==> src/rtl/reg_file_writeback.sv <==
// Write-back side of the 16 x 18-bit register file: accepts ALU or RAM-load writes,
// waits for load data with a timeout, and commits one register per request.
module reg_file_writeback #(
    parameter int DATA_W      = 18,
    parameter int NUM_REGS    = 16,
    parameter int RAM_TIMEOUT = 15
) (
    input  logic                       clk,
    input  logic                       reset_n,
    input  logic                       wb_valid,
    output logic                       wb_ready,
    input  logic [3:0]                 wb_dst,
    input  logic                       wb_is_load,
    input  logic [DATA_W-1:0]          wb_alu_result,
    input  logic [DATA_W-1:0]          ram_data,
    input  logic                       ram_data_valid,
    output logic [NUM_REGS*DATA_W-1:0] reg_flat,
    output logic [NUM_REGS-1:0]        write_strobe,
    output logic                       busy,
    output logic [3:0]                 busy_dst,
    output logic                       timeout_err
);

    localparam int TMR_W = 8;

    typedef enum logic [1:0] {
        IDLE     = 2'd0,
        WAIT_RAM = 2'd1,
        COMMIT   = 2'd2
    } state_t;

    state_t              state_q, state_d;
    logic                ready_q, ready_d;
    logic [3:0]          dst_q, dst_d;
    logic [DATA_W-1:0]   data_q, data_d;
    logic [TMR_W-1:0]    timer_q, timer_d;
    logic                timeout_q, timeout_d;
    logic [NUM_REGS-1:0] strobe_q, strobe_d;
    logic [DATA_W-1:0]   regs_q [NUM_REGS];
    logic [DATA_W-1:0]   regs_d [NUM_REGS];

    logic accept;
    logic commit;

    assign accept = wb_valid && wb_ready;
    assign commit = (state_q == COMMIT);

    // State register and all other flops.
    // NOTE: sequential state uses non-blocking (<=) so every flop samples pre-edge values.
    always_ff @(posedge clk or negedge reset_n) begin
        if (!reset_n) begin
            state_q   <= IDLE;
            ready_q   <= 1'b0;
            dst_q     <= '0;
            data_q    <= '0;
            timer_q   <= '0;
            timeout_q <= 1'b0;
            strobe_q  <= '0;
            // NOTE: the register array is reset because the read side must see zeros after reset.
            for (int i = 0; i < NUM_REGS; i++) begin
                regs_q[i] <= '0;
            end
        end else begin
            state_q   <= state_d;
            ready_q   <= ready_d;
            dst_q     <= dst_d;
            data_q    <= data_d;
            timer_q   <= timer_d;
            timeout_q <= timeout_d;
            strobe_q  <= strobe_d;
            for (int i = 0; i < NUM_REGS; i++) begin
                regs_q[i] <= regs_d[i];
            end
        end
    end

    // Next-state logic plus request capture.
    always_comb begin
        // NOTE: defaults first so no path through the case leaves a signal unassigned (no latches).
        state_d   = state_q;
        dst_d     = dst_q;
        data_d    = data_q;
        timer_d   = timer_q;
        timeout_d = timeout_q;
        unique case (state_q)
            IDLE, COMMIT: begin
                if (accept) begin
                    dst_d   = wb_dst;
                    data_d  = wb_alu_result;
                    timer_d = '0;
                    state_d = wb_is_load ? WAIT_RAM : COMMIT;
                end else begin
                    state_d = IDLE;
                end
            end
            WAIT_RAM: begin
                if (ram_data_valid) begin
                    data_d  = ram_data;
                    state_d = COMMIT;
                end else if (timer_q == TMR_W'(RAM_TIMEOUT - 1)) begin
                    // The timer would reach RAM_TIMEOUT on this edge: abort without writing.
                    timeout_d = 1'b1;
                    state_d   = IDLE;
                end else begin
                    timer_d = timer_q + TMR_W'(1);
                end
            end
            default: state_d = IDLE;
        endcase
    end

    // Output logic and register-file write decode.
    always_comb begin
        ready_d  = 1'b1;
        wb_ready = ready_q && (state_q != WAIT_RAM);
        busy     = (state_q != IDLE);
        busy_dst = busy ? dst_q : 4'd0;
        strobe_d = commit ? (NUM_REGS'(1) << dst_q) : '0;
        for (int i = 0; i < NUM_REGS; i++) begin
            regs_d[i] = regs_q[i];
        end
        if (commit) begin
            regs_d[dst_q] = data_q;
        end
    end

    assign write_strobe = strobe_q;
    assign timeout_err  = timeout_q;

    for (genvar g = 0; g < NUM_REGS; g++) begin : g_flat
        assign reg_flat[g*DATA_W +: DATA_W] = regs_q[g];
    end

endmodule

==> config.mk <==
export PLATFORM = sky130hd
export DESIGN_NAME = reg_file_writeback
export DESIGN_NICKNAME = d
export VERILOG_FILES = /design/src/rtl/reg_file_writeback.sv
export SDC_FILE = /design/constraint.sdc
export NUM_CORES = 1
export LEC_CHECK = 0
export CORE_AREA = 2 2 161 163
export DETAILED_ROUTE_END_ITERATION = 12
export DIE_AREA = 0 0 163 165
export PLACE_DENSITY = 0.92
export SETUP_SLACK_MARGIN = 0.02
export SLEW_MARGIN = 40
export SYNTH_ARGS = -nofsm -noshare
export SYNTH_HDL_FRONTEND = slang
export SYNTH_SLANG_ARGS = --single-unit
==> constraint.sdc <==
create_clock -name clk -period 2.8 [get_ports clk]
set_input_delay 0.56 -clock clk [delete_from_list [all_inputs] [get_ports clk]]
set_output_delay 0.56 -clock clk [all_outputs]
set_load 0.01 [all_outputs]
==> results.ini, run 1 <==
[status]
status = completed

[logic_synthesis]
synth_edf_count = 0
syn-num-nets = 880
synth_async_sr_flop_share_pct = 100
avgSynthCellArea_um2 = 15.5
synth_ff_type = dfrtp_1
ys_seq_area_share_pct = 65.4
synthCells = 833
synth.most_common_cell = dfrtp_1
yosys.area.top_type = dfrtp_1
synth_top_area_share_pct = 65.4
synth_area_leaders = dfrtp_1, mux2_2, mux2i_1, nand2_1, o21ai_0
ys_ff_latch = 338
synth_common_cells = dfrtp_1, mux2_2, nand2_1
ys_warn_count = 0
synth_cell_types = 41
syn_area_um2 = 12900

[detailed_routing]
first_pass_iters = 5
drc = 0
dr.first_iter.drc_count = 446
wl_per_cell_um = 22.9
antenna_left = 0
routed_wl_um = 35600
routed_via_density = 5.41
vias = 8397

[power]
peakVddDrop_mv = 0.679
seqPwrFrac_pct = 42.5
p_leak_uw = 0.00871
p_comb_share_pct = 28.6
powerDensity_nw_per_um2 = 932
finalPower_uw = 16900
pwr-share-clk_pct = 28.9
p_sw_share_pct = 28.3
switchingPower_uw = 4780
p_int_uw = 12100

[clocking]
cts_made_buffers = 35
clock-sinks = 338
hold_buffers = 0
cts_root_buf = clkbuf_16
cts_tree = built
postCtsSetupRepairBufs = 0
clkTransAtPathRegs_ns = 0.06
cts_max_level = 2
cts_max_path_buffers = 3
clk_latency_ns = 0.50
post_cts_resized = 0

[worst_setup_path]
path_cells = nor2_1 > nor2b_1 > clkdlybuf4s50_1
worstPathRequired_ns = 2.24
r2r_start = timer_q[4]$_DFFE_PN0P_
crit_type = register to primary output
cp_max_fo = 6
worstSetupStartpointType = register
crit_arrival_ns = 1.87
critical_path.max_stage_delay_ns = 0.50
cp-end-kind = primary output
slowest_stage = clkdlybuf4s50_1
startpoint = state_q[1]$_DFFE_PN0P_
r2r_slack_ns = 0.69

[final_layout]
layout-drive-gt1-share_pct = 32.2
fillCellCount = 1527
nNetsFinal = 1244
syn_to_final_growth_pct = 40.2
seqCellArea_um2 = 8460
multi_input_area_um2 = 4210
antenna_cells = 0

[floorplan]
core-area_um2 = 25000
die_x_um = 163
ioPinCount = 356
rows = 58
start_util_pct = 51.7
die_h_um = 165
die_area_um2 = 26900

[timing]
hold_viol = 0
finalSetupViolCount = 0
tightest_slew_ns = 0.853
slew_headroom_pct = 43.1
fin_crit_sh_pct = 86.7
fin_crit_ns = 2.43
fmax_ghz = 0.412
finalSetupTns_ns = 0
grt_setup_unrepaired = false
skew_ns = 0.00996
slew_viol_final = 0

[hold_path]
holdCritPathClass = input port to async pin

[global_route]
grt_pass1_vias = 8963
grt_overflow = 0
use_met1_pct = 31.7
grt_util_all_layers_pct = 26.4
grt_max_degree = 79
grt_use_met2_pct = 47.1
busiest_layer = met2
grt_pass1_wl_um = 53400
antenna_found_initial = 0
grt_use_met3_pct = 4.82

[placed_design]
numPortBuffers = 355
place_congestion = 0.800
dpl.hpwl_um = 24100

[flow_run]
cap_viol_max_count = 0

## final timing paths
path	end	depth (start not counted)
setup / recovery	busy_dst[3]	3
hold / removal	reg_flat[146]$_DFFE_PN0P_	1
setup reg to reg	timer_q[7]$_DFFE_PN0P_	4
hold reg to reg	timeout_err$_DFFE_PN0P_	1
max in group asynchronous	reg_flat[231]$_DFFE_PN0P_	2
min in group clk	timeout_err$_DFFE_PN0P_	1
## logic make-up (layout without fill, tap and decap cells)
family | count (synthesis) | count (layout) | synth area share [%]
other cells | 1 | 1 | 0.0290
flops | 338 | 338 | 65.4
mux | 308 | 308 | 26.6
buf+inv | 60 | 450 | 2.18
simple gates | 90 | 90 | 4.01
fa+ha+maj | 2 | 2 | 0.193
compound gates | 34 | 34 | 1.57
## critical path, delay by kind of cell (launching register included)
kind | cells | cell delay, ns
DFF | 1 | 0.46
buffers and inverters | 1 | 0.50
and+or+nand+nor | 2 | 0.42
## layout by cell type (no fill, tap or decap), types with 4 or more instances in the layout
master	count
a21o_1	6
buf_12	4
buf_4	16
clkbuf_16	37
clkbuf_8	12
clkdlybuf4s50_1	354
clkinv_2	6
dfrtp_1	338
inv_1	12
mux2_2	290
mux2i_1	18
nand2_1	37
nand2_2	9
nand3_1	6
nor2_1	4
nor2b_1	7
o21ai_0	22
## through the flow
stage / setup WS (ns) / instance area (um2) / hold slack [ns] / cells / util, %
after detailed placement: 0.489 / 16900 / 0.451 / 1490 / 67.5
after global placement: 0.601 / 16900 / 0.469 / 1490 / 67.5
after floorplan: 1.02 / 12900 / 0.264 / 833 / -
after global routing: 0.262 / 18100 / 0.0831 / 1553 / 72.4
final: 0.372 / 18100 / 0.0477 / 1553 / 72.4
after CTS: 0.352 / 18100 / 0.0596 / 1553 / 72.4
## flip-flops by register name, summed over array words and instances, names as in the netlist
signal	flops
reg_flat	288
data_q	18
write_strobe	16
timer_q	8
dst_q	4
state_q	2
ready_q	1
timeout_err	1
## power by group through the flow
stage | Sequential (uW) | Combinational [uW] | Clock, uW
after floorplan | 7420 | 1350 | 0
after global placement | 7120 | 4700 | 0
after detailed placement | 7230 | 4830 | 0
after CTS | 7170 | 4880 | 4960
after global routing | 7330 | 5060 | 5170
final | 7180 | 4820 | 4880
## per-layer routing
layer | vias up | part of all wire [%]
met5 | - | 0
met4 | 0 | 4.1
met3 | 95 | 4.9
met2 | 295 | 52
met1 | 4365 | 39
li1 | 3642 | -
## area by class of cell
type | count | share of cell area (%)
Clock buffer | 51 | 6.06
Clock inverter | 12 | 0.794
Inverter | 12 | 0.248
Multi-Input combinational cell | 435 | 23.2
Sequential cell | 338 | 46.6
Tap cell | 330 | 2.28
Timing Repair Buffer | 375 | 20.7
Note: power is estimated with default switching activity, not from simulation.
==> inputs of run 2 (changes only) <==
--- a/config.mk
+++ b/config.mk
@@ -5,10 +5,10 @@
 export SDC_FILE = /design/constraint.sdc
 export NUM_CORES = 1
 export LEC_CHECK = 0
-export CORE_AREA = 2 2 161 163
+export CORE_AREA = 2 2 168 170
 export DETAILED_ROUTE_END_ITERATION = 12
-export DIE_AREA = 0 0 163 165
-export PLACE_DENSITY = 0.92
+export DIE_AREA = 0 0 170 172
+export PLACE_DENSITY = 0.86
 export SETUP_SLACK_MARGIN = 0.02
 export SLEW_MARGIN = 40
 export SYNTH_ARGS = -nofsm -noshare
==> constraint.sdc (replaced) <==
create_clock -name clk -period 2.6 [get_ports clk]
set_input_delay 0.52 -clock clk [delete_from_list [all_inputs] [get_ports clk]]
set_output_delay 0.52 -clock clk [all_outputs]
set_load 0.01 [all_outputs]
==> run 2 against run 1 <==
  * Sequential power rose by 7.7%
  * Sequential share of layout area rose by 0.22 points
  * Final area fell by 0.47%
  * Clock power rose by 1%
  * Final cell count rose by 0.90%
==> results.ini, run 2 (synthesis results as in run 1) <==
[worst_setup_path]
crit_arrival_ns = 1.93  ; +0.06 ns
crit_type = register to primary output
worstPathRequired_ns = 2.08  ; -0.16 ns
cp_max_fo = 6  ; unchanged
r2r_slack_ns = 0.52  ; -0.17 ns
cp-end-kind = primary output
worstSetupStartpointType = register

[status]
status = completed

[global_route]
grt_overflow = 0  ; unchanged
grt_pass1_vias = 8912  ; -0.57%
grt_util_all_layers_pct = 23.7  ; -2.7 points
grt_max_degree = 68  ; -14%
antenna_found_initial = 0  ; unchanged
grt_pass1_wl_um = 52500  ; -1.7%

[detailed_routing]
antenna_left = 0  ; unchanged
vias = 8360  ; -0.44%
routed_wl_um = 34600  ; -2.9%
drc = 0  ; unchanged
dr.first_iter.drc_count = 449  ; +0.67%
wl_per_cell_um = 22.1  ; -3.8%
first_pass_iters = 4  ; -1
routed_via_density = 5.34  ; -1.3%

[timing]
slew_viol_final = 0  ; unchanged
finalSetupTns_ns = 0  ; unchanged
tightest_slew_ns = 0.805  ; -0.0488 ns
hold_viol = 0  ; unchanged
fmax_ghz = 0.407
skew_ns = 0.0101  ; +0.000125 ns
grt_setup_unrepaired = false
whs_ns = 0.502  ; +0.454 ns
fin_crit_sh_pct = 94.4
slew_headroom_pct = 46.4  ; +3.3 points
fin_crit_ns = 2.45
finalSetupViolCount = 0  ; unchanged

[power]
powerDensity_nw_per_um2 = 988  ; +6.0%
peakVddDrop_mv = 0.722  ; +6.3%
p_leak_uw = 0.00866  ; -0.59%
finalPower_uw = 17800  ; +5.5%

[clocking]
cts_max_path_buffers = 3  ; unchanged
cts_tree = built
post_cts_resized = 0  ; unchanged
clkTransAtPathRegs_ns = 0.05  ; about the same
cts_max_level = 2  ; unchanged
cts_made_buffers = 36  ; +2.9%
clk_latency_ns = 0.51  ; about the same
clock-sinks = 338  ; unchanged
cts_root_buf = clkbuf_16

[floorplan]
die_x_um = 170  ; +4.3%
start_util_pct = 47.1  ; -4.6 points
ioPinCount = 356  ; unchanged
die_h_um = 172  ; +4.2%
die_area_um2 = 29200  ; +8.7%
rows = 61  ; +5.2%
core-area_um2 = 27500  ; +9.7%

[final_layout]
antenna_cells = 0  ; unchanged
nNetsFinal = 1247  ; +0.24%
final_common_cell = clkdlybuf4s50_1
syn_to_final_growth_pct = 39.5
largest_reg_flops = 288  ; unchanged
layout_common_cells = clkdlybuf4s50_1, dfrtp_1, mux2_2
layout-drive-gt1-share_pct = 31.4  ; -0.85 points
finalInstanceArea_um2 = 18000  ; -0.47%

[hold_path]
holdCritPathClass = register to register

[placed_design]
postPlaceCellArea_um2 = 16900  ; +0.10%
numPortBuffers = 355  ; unchanged
dpl.hpwl_um = 23700  ; -1.6%
place_congestion = 0.816  ; +1.9%

[flow_run]
cap_viol_max_count = 0  ; unchanged

==> run 2: final timing paths <==
path / startpoint / endpoint / cells past startpoint
worst max-delay path: state_q[1]$_DFFE_PN0P_ / busy_dst[1] / 3
worst min-delay path: reg_flat[95]$_DFFE_PN0P_ / reg_flat[95]$_DFFE_PN0P_ / 1
worst max register to register: timer_q[4]$_DFFE_PN0P_ / timer_q[7]$_DFFE_PN0P_ / 4
worst min register to register: reg_flat[95]$_DFFE_PN0P_ / reg_flat[95]$_DFFE_PN0P_ / 1
max in group asynchronous: reset_n / reg_flat[93]$_DFFE_PN0P_ / 3
min in group asynchronous: reset_n / reg_flat[109]$_DFFE_PN0P_ / 2
==> run 2: power breakdown <==
part,total [uW],internal (uW),switching (uW)
logic,5150,3200,1950
registers,7730,6610,1120
clock network,4950,2950,2000
total,17800,12800,5070
==> run 2: per-layer routing <==
metal	part of all wire [%]	vias up	wire length, um	track usage [%]
li1	-	3641	-	-
met1	40	4354	13700	29.3
met2	50	294	17200	40.2
met3	7.2	71	2490	6.80
met4	3.3	0	1130	8.18
met5	0	-	0	0
==> run 2: timing repair <==
item / CTS / global route
setup buffers: 0 / 0
hold buffers: 1 / 0
endpoints found under the setup margin: 0 / 0
endpoints found under the hold margin: 2 / 0
==> run 2: per-stage QoR <==
stage | std cells | worst slack (ns) | util (%)
after floorplan | 833 | 0.820 | -
after global placement | 1507 | 0.466 | 61.5
after detailed placement | 1507 | 0.390 | 61.5
after CTS | 1567 | 0.143 | 65.7
after global routing | 1567 | 0.0784 | 65.7
final | 1567 | 0.146 | 65.7
==> run 2: worst max-delay path, cell delays in order, from the launching register on <==
cell and delay, ns:
dfrtp_1 0.46, nor2_1 0.35, nor2b_1 0.10, clkdlybuf4s50_1 0.52
==> run 2: final cells by class <==
class | count | area [um2]
fill | 1881 | 9430
sequential | 338 | 8460
multi-input combinational | 435 | 4200
timing repair buffer | 377 | 3780
clock buffer | 51 | 1030
tap | 346 | 433
clock inverter | 8 | 101
inverter | 12 | 45.0
